File: config.mk
export PLATFORM = sky130hd
export DESIGN_NAME = immed_encoder
export DESIGN_NICKNAME = d
export VERILOG_FILES = /design/src/rtl/immed_pkg.sv /design/src/rtl/immed_pack.sv /design/src/rtl/immed_encoder.sv
export SDC_FILE = /design/constraint.sdc
export NUM_CORES = 1
export LEC_CHECK = 0
export BUFFER_PORTS_ARGS = -buffer_cell sky130_fd_sc_hd__clkbuf_2
export CORE_MARGIN = 2
export CORE_UTILIZATION = 45
export DETAILED_ROUTE_END_ITERATION = 10
export MAX_ROUTING_LAYER = met4
export PLACE_DENSITY = 0.77
export REMOVE_ABC_BUFFERS = 1
export SLEW_MARGIN = 30
export SYNTH_ARGS = -nofsm -noshare
export SYNTH_HDL_FRONTEND = slang
export SYNTH_SLANG_ARGS = --single-unit
File: constraint.sdc
create_clock -name CLK -period 2 [get_ports CLK]
set_input_delay 0.1 -clock CLK [delete_from_list [all_inputs] [get_ports CLK]]
set_output_delay 0.1 -clock CLK [all_outputs]
set_load 0.05 [all_outputs]
File: src/rtl/immed_pkg.sv
// Shared types and constants for the RV32I immediate encoder.
// Range checking is compiled in only with IMMED_ENC_CHECK_EN defined.
package immed_pkg;

  typedef enum logic [2:0] {
    FMT_I = 3'd0,
    FMT_S = 3'd1,
    FMT_B = 3'd2,
    FMT_U = 3'd3,
    FMT_J = 3'd4
  } fmt_e;

  localparam logic [31:0] NOP_INSTR = 32'h0000_0013;

  localparam logic [6:0] OP_IMM    = 7'h13;
  localparam logic [6:0] OP_STORE  = 7'h23;
  localparam logic [6:0] OP_BRANCH = 7'h63;
  localparam logic [6:0] OP_LUI    = 7'h37;
  localparam logic [6:0] OP_JAL    = 7'h6F;

  typedef struct packed {
    logic [2:0]  fmt;
    logic [6:0]  opcode;
    logic [2:0]  funct3;
    logic [4:0]  rd;
    logic [4:0]  rs1;
    logic [4:0]  rs2;
    logic [31:0] imm;
  } req_t;

  // High bits must be a pure sign extension of the field's top bit.
  function automatic logic imm_range_err(
    input logic [2:0]  f,
    input logic [31:0] imm
  );
    logic err;
    err = 1'b0;
    unique case (1'b1)
      (f == FMT_I), (f == FMT_S):
        err = !(&imm[31:11] || ~|imm[31:11]);
      (f == FMT_B):
        err = !(&imm[31:12] || ~|imm[31:12]) || imm[0];
      (f == FMT_U):
        err = |imm[11:0];
      (f == FMT_J):
        err = !(&imm[31:20] || ~|imm[31:20]) || imm[0];
      default:
        err = 1'b0;
    endcase
    return err;
  endfunction

endpackage

File: src/rtl/immed_pack.sv
// Combinational RV32I field packer with illegal-format and range flag.
// Range flag is active only with IMMED_ENC_CHECK_EN defined.
module immed_pack
  import immed_pkg::*;
(
  input  req_t        req,
  output logic [31:0] ir,
  output logic        err
);

  logic rng;

`ifdef IMMED_ENC_CHECK_EN
  assign rng = imm_range_err(req.fmt, req.imm);
`else
  assign rng = 1'b0;
`endif

  always_comb begin
    ir  = NOP_INSTR;
    err = 1'b1;
    unique case (1'b1)
      (req.fmt == FMT_I): begin
        ir  = {req.imm[11:0], req.rs1, req.funct3,
               req.rd, req.opcode};
        err = rng;
      end
      (req.fmt == FMT_S): begin
        ir  = {req.imm[11:5], req.rs2, req.rs1,
               req.funct3, req.imm[4:0], req.opcode};
        err = rng;
      end
      (req.fmt == FMT_B): begin
        ir  = {req.imm[12], req.imm[10:5], req.rs2,
               req.rs1, req.funct3, req.imm[4:1],
               req.imm[11], req.opcode};
        err = rng;
      end
      (req.fmt == FMT_U): begin
        ir  = {req.imm[31:12], req.rd, req.opcode};
        err = rng;
      end
      (req.fmt == FMT_J): begin
        ir  = {req.imm[20], req.imm[10:1], req.imm[11],
               req.imm[19:12], req.rd, req.opcode};
        err = rng;
      end
      default: begin
        ir  = NOP_INSTR;
        err = 1'b1;
      end
    endcase
  end

endmodule

File: src/rtl/immed_encoder.sv
// Two-stage valid/ready RV32I instruction encoder with output counter.
// Range checking is compiled in only with IMMED_ENC_CHECK_EN defined.
module immed_encoder
  import immed_pkg::*;
#(
  parameter int CNT_W = 16
) (
  input  logic             CLK,
  input  logic             RST_N,
  input  logic             IN_VALID,
  output logic             IN_READY,
  input  logic [2:0]       FMT,
  input  logic [6:0]       OPCODE,
  input  logic [2:0]       FUNCT3,
  input  logic [4:0]       RD,
  input  logic [4:0]       RS1,
  input  logic [4:0]       RS2,
  input  logic [31:0]      IMM,
  output logic             OUT_VALID,
  input  logic             OUT_READY,
  output logic [31:0]      IR,
  output logic             ERR,
  output logic [CNT_W-1:0] ENC_COUNT
);

  req_t             in_req;
  req_t             s1_q;
  logic             in_rerr;
  logic             s1_valid;
  logic             s1_rerr;
  logic             s2_valid;
  logic             s1_adv;
  logic             s2_adv;
  logic [31:0]      pk_ir;
  logic             pk_err;
  logic [31:0]      ir_q;
  logic             err_q;
  logic [CNT_W-1:0] cnt_q;

  assign in_req = '{
    fmt:    FMT,
    opcode: OPCODE,
    funct3: FUNCT3,
    rd:     RD,
    rs1:    RS1,
    rs2:    RS2,
    imm:    IMM
  };

`ifdef IMMED_ENC_CHECK_EN
  assign in_rerr = imm_range_err(FMT, IMM);
`else
  assign in_rerr = 1'b0;
`endif

  assign s2_adv   = !s2_valid || OUT_READY;
  assign s1_adv   = !s1_valid || s2_adv;
  assign IN_READY = s1_adv;

  immed_pack u_pack (
    .req (s1_q),
    .ir  (pk_ir),
    .err (pk_err)
  );

  always_ff @(posedge CLK or negedge RST_N) begin
    if (!RST_N) begin
      s1_valid <= 1'b0;
      s1_q     <= '0;
      s1_rerr  <= 1'b0;
      s2_valid <= 1'b0;
      ir_q     <= '0;
      err_q    <= 1'b0;
      cnt_q    <= '0;
    end else begin
      if (s1_adv) begin
        s1_valid <= IN_VALID;
        if (IN_VALID) begin
          s1_q    <= in_req;
          s1_rerr <= in_rerr;
        end
      end
      // S2 payload only moves when S2 is empty or being drained.
      if (s2_adv) begin
        s2_valid <= s1_valid;
        if (s1_valid) begin
          ir_q  <= pk_ir;
          err_q <= pk_err | s1_rerr;
        end
      end
      if (s2_valid && OUT_READY)
        cnt_q <= cnt_q + 1'b1;
    end
  end

  assign OUT_VALID = s2_valid;
  assign IR        = ir_q;
  assign ERR       = err_q;
  assign ENC_COUNT = cnt_q;

endmodule

==> flow_metrics.env <==
export IMPL_drv_cap=0
export IMPL_leakage_nw=2.91
export IMPL_grt_pass1_wl_um=17700
export IMPL_worstSetupStartpointType="flop"
export IMPL_grt_pass1_vias=3588
export IMPL_gr_total_overflow=0
export IMPL_met2_length_um=5510
export IMPL_via_per_inst=5.19
export IMPL_fin_crit_ns=1.76
export IMPL_ys_seq_elements=111
export IMPL_synthCells=381
export IMPL_critical_path_arrival_ns=2.08
export IMPL_worstPathMaxFanout=12
export IMPL_synthMostInstantiatedCell="dfrtp_1"
export IMPL_slew_headroom_pct=45.9
export IMPL_post_cts_resized=0
export IMPL_die_h_um=107
export IMPL_firstDrtPassIters=4
export IMPL_required_ns=2.32
export IMPL_slew_violations=0
export IMPL_nNetsFinal=625
export IMPL_cts_tree="built"
export IMPL_syn_avg_cell_area_um2=12.6
export IMPL_grt_max_degree=61
export IMPL_cts_inserted_buffers=9
export IMPL_detail_route_iter0_violations=148
export IMPL_synth_top_cells_by_count="111 x dfrtp_1, 64 x mux2_2, 27 x nor2_1"
export IMPL_clock_skew_ns=0.0118
export IMPL_peakVddDrop_uv=595
export IMPL_drc=0
export IMPL_synth_largest_area_cell="dfrtp_1"
export IMPL_row_count=37
export IMPL_rsz0062_at_grt="no"
export IMPL_cts_root_buf="clkbuf_8"
export IMPL_dpl_hpwl_um=7490
export IMPL_wl_per_cell_um=15.6
export IMPL_setup_ws_ns=0.240
export IMPL_post_place_ws_ns=0.295
export IMPL_fp_coreArea_mm2=0.0104
export IMPL_die_x_um=107
export IMPL_max_slew_worst_pin_slew_ns=0.809
export IMPL_yosys_area_share_xor_xnor_pct=2.91
export IMPL_synthFlopType="dfrtp_1"
export IMPL_synth_top_area_share_pct=57.6
export IMPL_setup_viol=0
export IMPL_drive_above_1_share_pct=38.1
export IMPL_synth_edf_count=0
export IMPL_area_growth_pct=32.9
export IMPL_powerDensity_mw_per_mm2=1010
export IMPL_wl_met3_um=389
export IMPL_portBuffers=114
export IMPL_max_freq_mhz=568
export IMPL_cts_buffer_depth=2
export IMPL_synthDistinctLibCells=40
export IMPL_num_antenna_cells=0
export IMPL_cts_sinks=111
export IMPL_synth_yosys_seq_area_share_pct=57.6
export IMPL_htree_levels=3
export IMPL_grtUsageTotal_pct=20.2
export IMPL_clk_pin_slew_ns=0.10
export IMPL_synth_compound_area_share_pct=11.9
export IMPL_initial_utilization_pct=46.5
export IMPL_synth_top_family_by_area="multiplexers"
export IMPL_num_vias=3641
export IMPL_synth_area_top_cells="dfrtp_1 58%, mux2_2 15%, nor2_1 2.1%, nor2b_1 2.1%, xnor2_1 2.0%"
export IMPL_synth_simple_area_share_pct=8.62
export IMPL_criticalPathCategory="flop to flop"
export IMPL_ant_nets=0
export IMPL_final_period_utilization_pct=88.0
export IMPL_status="finished, final reports clean"
export IMPL_topRoutingLayerUsed="met4"
export IMPL_synth_adder_area_share_pct=0.260
export IMPL_async_flop_share_pct=100
export IMPL_ys_warn_count=0
export IMPL_synth_area_mm2=0.00482
export IMPL_wl_um=10900
export IMPL_met1_length_um=4900
export IMPL_dieArea_mm2=0.0116
export IMPL_tns_ns=0
export IMPL_synth_mux_area_share_pct=16.4
export IMPL_clock_latency_ns=0.37
export IMPL_num_io_pins=115
export IMPL_hold_viol=0
export IMPL_globalplace_congestion=0.799
export IMPL_setup_worst_path_end_class="flop"
export IMPL_hold_path_class="primary input to flop"
export IMPL_antenna_found_initial=0
-- cells in the final DEF (no fill, tap or decap), drive strengths merged, types with 7 or more instances in the layout --
cell / Yosys / final
nand2: 14 / 14
nor2b: 16 / 16
clkbuf: 9 / 124
o221ai: 7 / 7
a21oi: 18 / 18
o21a: 10 / 10
xnor2: 11 / 11
nor2: 29 / 29
mux2i: 7 / 7
dlygate4sd3: 0 / 62
a22o: 10 / 10
mux2: 64 / 64
dfrtp: 111 / 111
buf: 14 / 16
a221oi: 7 / 7
-- per-layer routing --
layer | up-vias | GRT usage [%]
met4 | 0 | 5.13
met2 | 74 | 33.9
li1 | 1730 | -
met3 | 10 | 3.63
met1 | 1827 | 25.6
met5 | - | -
-- critical path: stages, from the launching register on --
cell     delay, ns
dfrtp_1       0.52
nor2_1        0.67
a22oi_1       0.20
o22ai_1       0.18
a22o_1        0.14
-- registers in the layout (all words and copies together) (netlist names) --
register and cells:
s1_q 60, IR 32, ENC_COUNT 16, ERR 1
OUT_VALID 1, s1_valid 1
-- logic make-up (layout without fill, tap and decap cells) --
| group | count (synthesis) | in the layout |
|---|---|---|
| buf+inv | 24 | 208 |
| simple gates | 79 | 79 |
| compound gates | 79 | 79 |
| xor+xnor | 16 | 16 |
| fa+ha+maj | 1 | 1 |
| mux | 71 | 71 |
| flops | 111 | 111 |
-- worst paths after layout --
kind	start	endpoint	slack (ns)	depth (start not counted)
setup / recovery	s1_q[57]$_DFFE_PN0P_	IR[20]$_DFFE_PN0P_	0.24	4
hold / removal	OUT_READY	ENC_COUNT[0]$_DFFE_PN0P_	0.05	3
setup reg to reg	s1_q[57]$_DFFE_PN0P_	IR[20]$_DFFE_PN0P_	0.24	4
hold reg to reg	ENC_COUNT[15]$_DFFE_PN0P_	ENC_COUNT[15]$_DFFE_PN0P_	0.48	1
max in group asynchronous	RST_N	s1_q[26]$_DFFE_PN0P_	1.17	3
min in group asynchronous	RST_N	s1_q[30]$_DFFE_PN0P_	0.22	2
-- what timing repair did --
| item | 4_1_cts | 5_1_grt |
|---|---|---|
| setup buffers | 0 | 0 |
| hold endpoints to repair | 97 | 0 |
| hold buffers | 62 | 0 |
-- cell type report --
type / instances / area [um2]
well taps: 136 / 170
multi-input cells: 246 / 1940
repair buffers: 191 / 1340
fillers: 868 / 3960
clock buffers: 11 / 141
clock inverters: 5 / 33.8
flip-flops and latches: 111 / 2780
inverters: 1 / 3.75
-- stage by stage --
step | hold slack (ns) | util [%] | cell area (um2) | std cells | total power [W]
global placement | 0.100 | 54.1 | 5610 | 623 | 0.00514
finish | 0.0451 | 61.8 | 6410 | 701 | 0.00646
CTS | 0.0246 | 61.8 | 6410 | 701 | 0.00651
detailed placement | 0.105 | 54.1 | 5610 | 623 | 0.00521
floorplan | -0.196 | - | 4720 | 358 | 0.00453
global route | 0.0552 | 61.8 | 6410 | 701 | 0.00680
-- power breakdown --
group | internal (W) | leakage, nW | total (W) | switching, W
registers | 0.00265 | 1.32 | 0.00299 | 0.000334
clock network | 0.000486 | 0.0853 | 0.00121 | 0.000725
logic | 0.000809 | 1.51 | 0.00226 | 0.00145
Power figures use the tool's default switching activity.
